$ cat config.mk
export PLATFORM = sky130hd
export DESIGN_NAME = alu_fdr_ir
export DESIGN_NICKNAME = d
export VERILOG_FILES = /design/src/rtl/alu_fdr_ir.sv
export SDC_FILE = /design/constraint.sdc
export NUM_CORES = 1
export LEC_CHECK = 0
export ABC_CLOCK_PERIOD_IN_PS = 11200
export CAP_MARGIN = 20
export CORE_MARGIN = 2
export CORE_UTILIZATION = 52
export DETAILED_ROUTE_END_ITERATION = 8
export PLACE_DENSITY = 0.93
export REMOVE_ABC_BUFFERS = 1
export SLEW_MARGIN = 10
export SYNTH_ARGS = -nofsm -noshare
export SYNTH_HDL_FRONTEND = slang
export SYNTH_SLANG_ARGS = --single-unit
$ cat constraint.sdc
create_clock -name CLK -period 11.2 [get_ports CLK]
set_input_delay 2.24 -clock CLK [delete_from_list [all_inputs] [get_ports CLK]]
set_output_delay 2.24 -clock CLK [all_outputs]
set_load 0.05 [all_outputs]
$ cat src/rtl/alu_fdr_ir.sv
// alu_fdr_ir: execute-stage slice of the CPU datapath.
//   Combinational 32-bit ALU (ARM-style data-processing opcodes plus
//   control-unit auxiliary opcodes), a 4-bit flag register (FDR) that
//   captures N/Z/C/V on FRLd, and the 32-bit instruction register (IR)
//   that latches memory read data on IRLd.
// Ports:
//   CLK, CLR         clock; synchronous active-high clear of FDR and IR
//   A, B, OP, CIN    ALU operands, 5-bit opcode, carry-in
//   FRLd, IRLd       load enables for FDR and IR
//   IR_IN            memory data to latch into IR
//   RESULT, FLAG_*   combinational ALU result and live flags
//   FDR_OUT          registered flags {N,Z,C,V}
//   IR_OUT           registered instruction
module alu_fdr_ir (
    input  logic        CLK,
    input  logic        CLR,
    input  logic [31:0] A,
    input  logic [31:0] B,
    input  logic [4:0]  OP,
    input  logic        CIN,
    input  logic        FRLd,
    input  logic        IRLd,
    input  logic [31:0] IR_IN,
    output logic [31:0] RESULT,
    output logic        FLAG_N,
    output logic        FLAG_Z,
    output logic        FLAG_C,
    output logic        FLAG_V,
    output logic [3:0]  FDR_OUT,
    output logic [31:0] IR_OUT
);

    // Every add/subtract form is x + y + k on one adder; subtraction
    // feeds the inverted subtrahend so C comes out as NOT borrow.
    logic [31:0] add_x, add_y, logic_res;
    logic [2:0]  add_k;
    logic        arith;
    logic [32:0] usum;
    logic [1:0]  shi;
    logic        c_flag, v_flag;

    always_comb begin
        add_x     = A;
        add_y     = B;
        add_k     = 3'd0;
        arith     = 1'b0;
        logic_res = B;
        case (OP)
            5'b00000, 5'b01000: logic_res = A & B;        // AND, TST
            5'b00001, 5'b01001: logic_res = A ^ B;        // EOR, TEQ
            5'b00010, 5'b01010: begin                     // SUB, CMP
                arith = 1'b1; add_y = ~B; add_k = 3'd1;
            end
            5'b00011: begin                               // RSB
                arith = 1'b1; add_x = B; add_y = ~A; add_k = 3'd1;
            end
            5'b00100, 5'b01011, 5'b10010: arith = 1'b1;   // ADD, CMN, aux A+B
            5'b00101: begin                               // ADC
                arith = 1'b1; add_k = {2'b00, CIN};
            end
            5'b00110: begin                               // SBC
                arith = 1'b1; add_y = ~B; add_k = {2'b00, CIN};
            end
            5'b00111: begin                               // RSC
                arith = 1'b1; add_x = B; add_y = ~A; add_k = {2'b00, CIN};
            end
            5'b01100: logic_res = A | B;                  // ORR
            5'b01101: logic_res = B;                      // MOV
            5'b01110: logic_res = A & ~B;                 // BIC
            5'b01111: logic_res = ~B;                     // MVN
            5'b10000: begin                               // PC + 4
                arith = 1'b1; add_y = 32'h0; add_k = 3'd4;
            end
            5'b10001: begin                               // A + B + 4
                arith = 1'b1; add_k = 3'd4;
            end
            5'b10011: logic_res = A;                      // pass A
            default:  logic_res = B;                      // pass B
        endcase
    end

    assign usum = {1'b0, add_x} + {1'b0, add_y} + {30'b0, add_k};

    // Upper two bits of the sign-extended sum: sign bits of both operands
    // plus the carry into bit 32. The result fits in 32 signed bits only
    // when both match the result sign; this also covers the +4 forms.
    assign shi    = {add_x[31], add_x[31]} + {add_y[31], add_y[31]} + {1'b0, usum[32]};
    assign c_flag = arith ? usum[32] : CIN;
    assign v_flag = arith & (shi != {usum[31], usum[31]});

    assign RESULT = arith ? usum[31:0] : logic_res;
    assign FLAG_N = RESULT[31];
    assign FLAG_Z = (RESULT == 32'h0);
    assign FLAG_C = c_flag;
    assign FLAG_V = v_flag;

    always_ff @(posedge CLK) begin
        if (CLR) begin
            FDR_OUT <= 4'b0000;
            IR_OUT  <= 32'h0;
        end else begin
            if (FRLd) FDR_OUT <= {FLAG_N, FLAG_Z, FLAG_C, FLAG_V};
            if (IRLd) IR_OUT  <= IR_IN;
        end
    end

endmodule

==> impl_metrics.ini <==
[layout]
diodes = 0
layout_common_cells = clkdlybuf4s50_1 (166), nand2_1 (138), ha_1 (93)
synthToLayoutAreaGrowth_pct = 27.7
final_core_util_pct = 68.5
regArea_sq_um = 721
fin_nets = 1368
fillerInstances = 1151
mostFrequentLayoutCell = clkdlybuf4s50_1
finalInstanceArea_sq_mm = 0.00914
multi_input_area_sq_mm = 0.00584
drive_above_1_share_pct = 5.32

[setup_path]
worstPathRequired_ns = 8.96
end_kind = output pin
worstSetupStartpointType = input pin
critPathArrivalTime_ns = 8.34
path_max_fanout = 22
crit_type = input pin to output pin

[clocking]
cts_sinks = 36
cts_buffer_depth = 2
cts.repair.resized = 0
cts_tree = done
cts_hold_buf = 0
clockRootBuffer = clkbuf_16
cts_buffers = 5
cts_setup_buffers = 0
clock_latency_ns = 0.28
clk_pin_slew_ns = 0.05
cts-htree-levels = 2

[drt]
wirelength_um = 27300
detail-route-antenna-nets = 0
vias_per_cell = 6.58
vias = 8834
wl_per_cell_um = 20.4
drt_first_pass_iters = 5
drtIter0Drc = 1100
drc_errors = 0

[synth]
synth-seq-cells = 36
synth_edf_count = 0
synth_warnings = 0
ys_seq_area_share_pct = 10.1
synth_area_sq_mm = 0.00716
synth_cell_type_count = 81
synthCells = 1043
syn_area_per_cell_sq_um = 6.86
synthFlopType = dfxtp_1
synthArstFlopShare_pct = 0

[placed_design]
io_buffers = 177
hpwl_um = 20800
dp_slack_ns = 0.764
placed_area_sq_mm = 0.00899
gp_congestion = 1.03

[outcome]
status = finished, final reports clean

[flow_run]
drv_cap = 0

[sta]
max_slew_margin_pct = 21.2
worst_pin_slew_ns = 1.15
finClkSkew_ns = 0
max_freq_ghz = 0.0945
fin_ws_ns = 0.620
fin_crit_ns = 10.58
setup_tns_ns = 0
rsz0062_at_grt = false
period_share_pct = 94.5
slew_violations = 0
finalSetupViolCount = 0
hold_viol = 0

[floorplan]
die_height_um = 121
rows = 42
die_w_um = 121
initial_core_util_pct = 53.6
core_sq_mm = 0.0133
die-area_sq_mm = 0.0147
ioPinCount = 178

[global_routing]
grt_first_pass_wirelength_um = 41900
use_met3_pct = 6.25
antenna_found_initial = 0
busiest_layer = met2
grt_pass1_vias = 8011
grt_max_degree = 49
grt_use_met2_pct = 58.3
grt-ovfl-total = 0
grt_usage_pct = 35.8
met1_usage_pct = 46.4

[pwr]
power_density_mw_per_mm2 = 100
power_mw = 0.919
leakage_nw = 4.00
peakVddDrop_mv = 0.0547

[hold_path]
hp-class = flop to flop
registers in the layout, summed over array words and instances (netlist names):
signal / cells
IR_OUT: 32
FDR_OUT: 4
worst max-delay path, stage by stage:
cell             delay (ns)
clkdlybuf4s50_1        0.67
buf_4                  0.31
nor2b_1                0.35
a32oi_2                0.26
nand2_1                0.12
o221ai_1               0.13
fa_1                   0.52
ha_1                   0.29
a211o_1                0.36
a41o_1                 0.34
a211o_1                0.32
a211oi_1               0.48
o31ai_1                0.22
a21o_1                 0.22
a21oi_1                0.19
xor2_1                 0.13
fa_1                   0.56
nand3b_1               0.10
o21ai_0                0.12
nor2_1                 0.23
buf_12                 0.17
worst paths after layout:
check        slack [ns]  depth (start not counted)         end        from
max                0.62                         21      FLAG_V       OP[4]
min                0.49                          2  IR_OUT[21]  IR_OUT[21]
max reg2reg       10.22                          2  FDR_OUT[2]  FDR_OUT[2]
min reg2reg        0.49                          2  IR_OUT[21]  IR_OUT[21]
layout make-up:
cell class | instances | share of cell area, %
multi-input cells | 849 | 63.9
repair buffers | 197 | 21.1
well taps | 176 | 2.41
clock buffers | 6 | 1.52
flip-flops and latches | 36 | 7.88
clock inverters | 2 | 0.109
inverters | 76 | 3.12
Yosys cell counts, drive strengths merged (5+ instances only):
cell type	instances	area (sq um)
a2111oi	5	45.0
a211o	5	43.8
a211oi	21	158
a21o	14	105
a21oi	81	405
a22oi	7	52.6
a31oi	14	87.6
a32oi	6	52.6
and2	5	33.8
and3	8	50.1
buf	28	139
clkbuf	54	203
dfxtp	36	721
ha	93	1160
inv	76	285
mux2i	36	360
nand2	138	518
nand2b	10	62.6
nand3	17	85.1
nand4	8	50.1
nor2	78	293
nor2b	5	31.3
nor3	17	85.1
o211ai	11	82.6
o21a	8	60.1
o21ai	87	435
o221ai	46	403
o22ai	5	31.3
o31ai	6	45.0
o32ai	5	43.8
or2	9	56.3
or4	6	48.8
xnor2	9	78.8
xor2	12	105
through the flow:
stage               hold slack (ns)  instances
floorplan                     0.694        961
global placement              0.472       1334
detailed placement            0.483       1334
CTS                           0.496       1342
global route                  0.522       1342
finish                        0.493       1342
logic make-up (layout without fill, tap and decap cells):
kind of cell / count (synthesis) / after routing / synth area share [%]
AND/OR/NAND/NOR: 332 / 332 / 22.0
buffers and inverters: 158 / 281 / 8.76
flip-flops: 36 / 36 / 10.1
XOR/XNOR: 21 / 21 / 2.57
multiplexers: 37 / 37 / 5.19
AO/OA/AOI/OAI: 362 / 362 / 34.0
adder cells (fa/ha/maj): 97 / 97 / 17.4
power breakdown:
part / internal, mW / total (mW) / switching, mW
combinational: 0.239 / 0.642 / 0.403
clock: 0.0874 / 0.136 / 0.0484
sequential: 0.136 / 0.141 / 0.00434
total: 0.463 / 0.919 / 0.456
layer usage:
metal	vias to the layer above	routed length [um]
li1	4116	-
met1	4003	10600
met2	621	12200
met3	94	3380
met4	0	1150
met5	-	0
No activity file was read; power rests on OpenSTA's default activity.
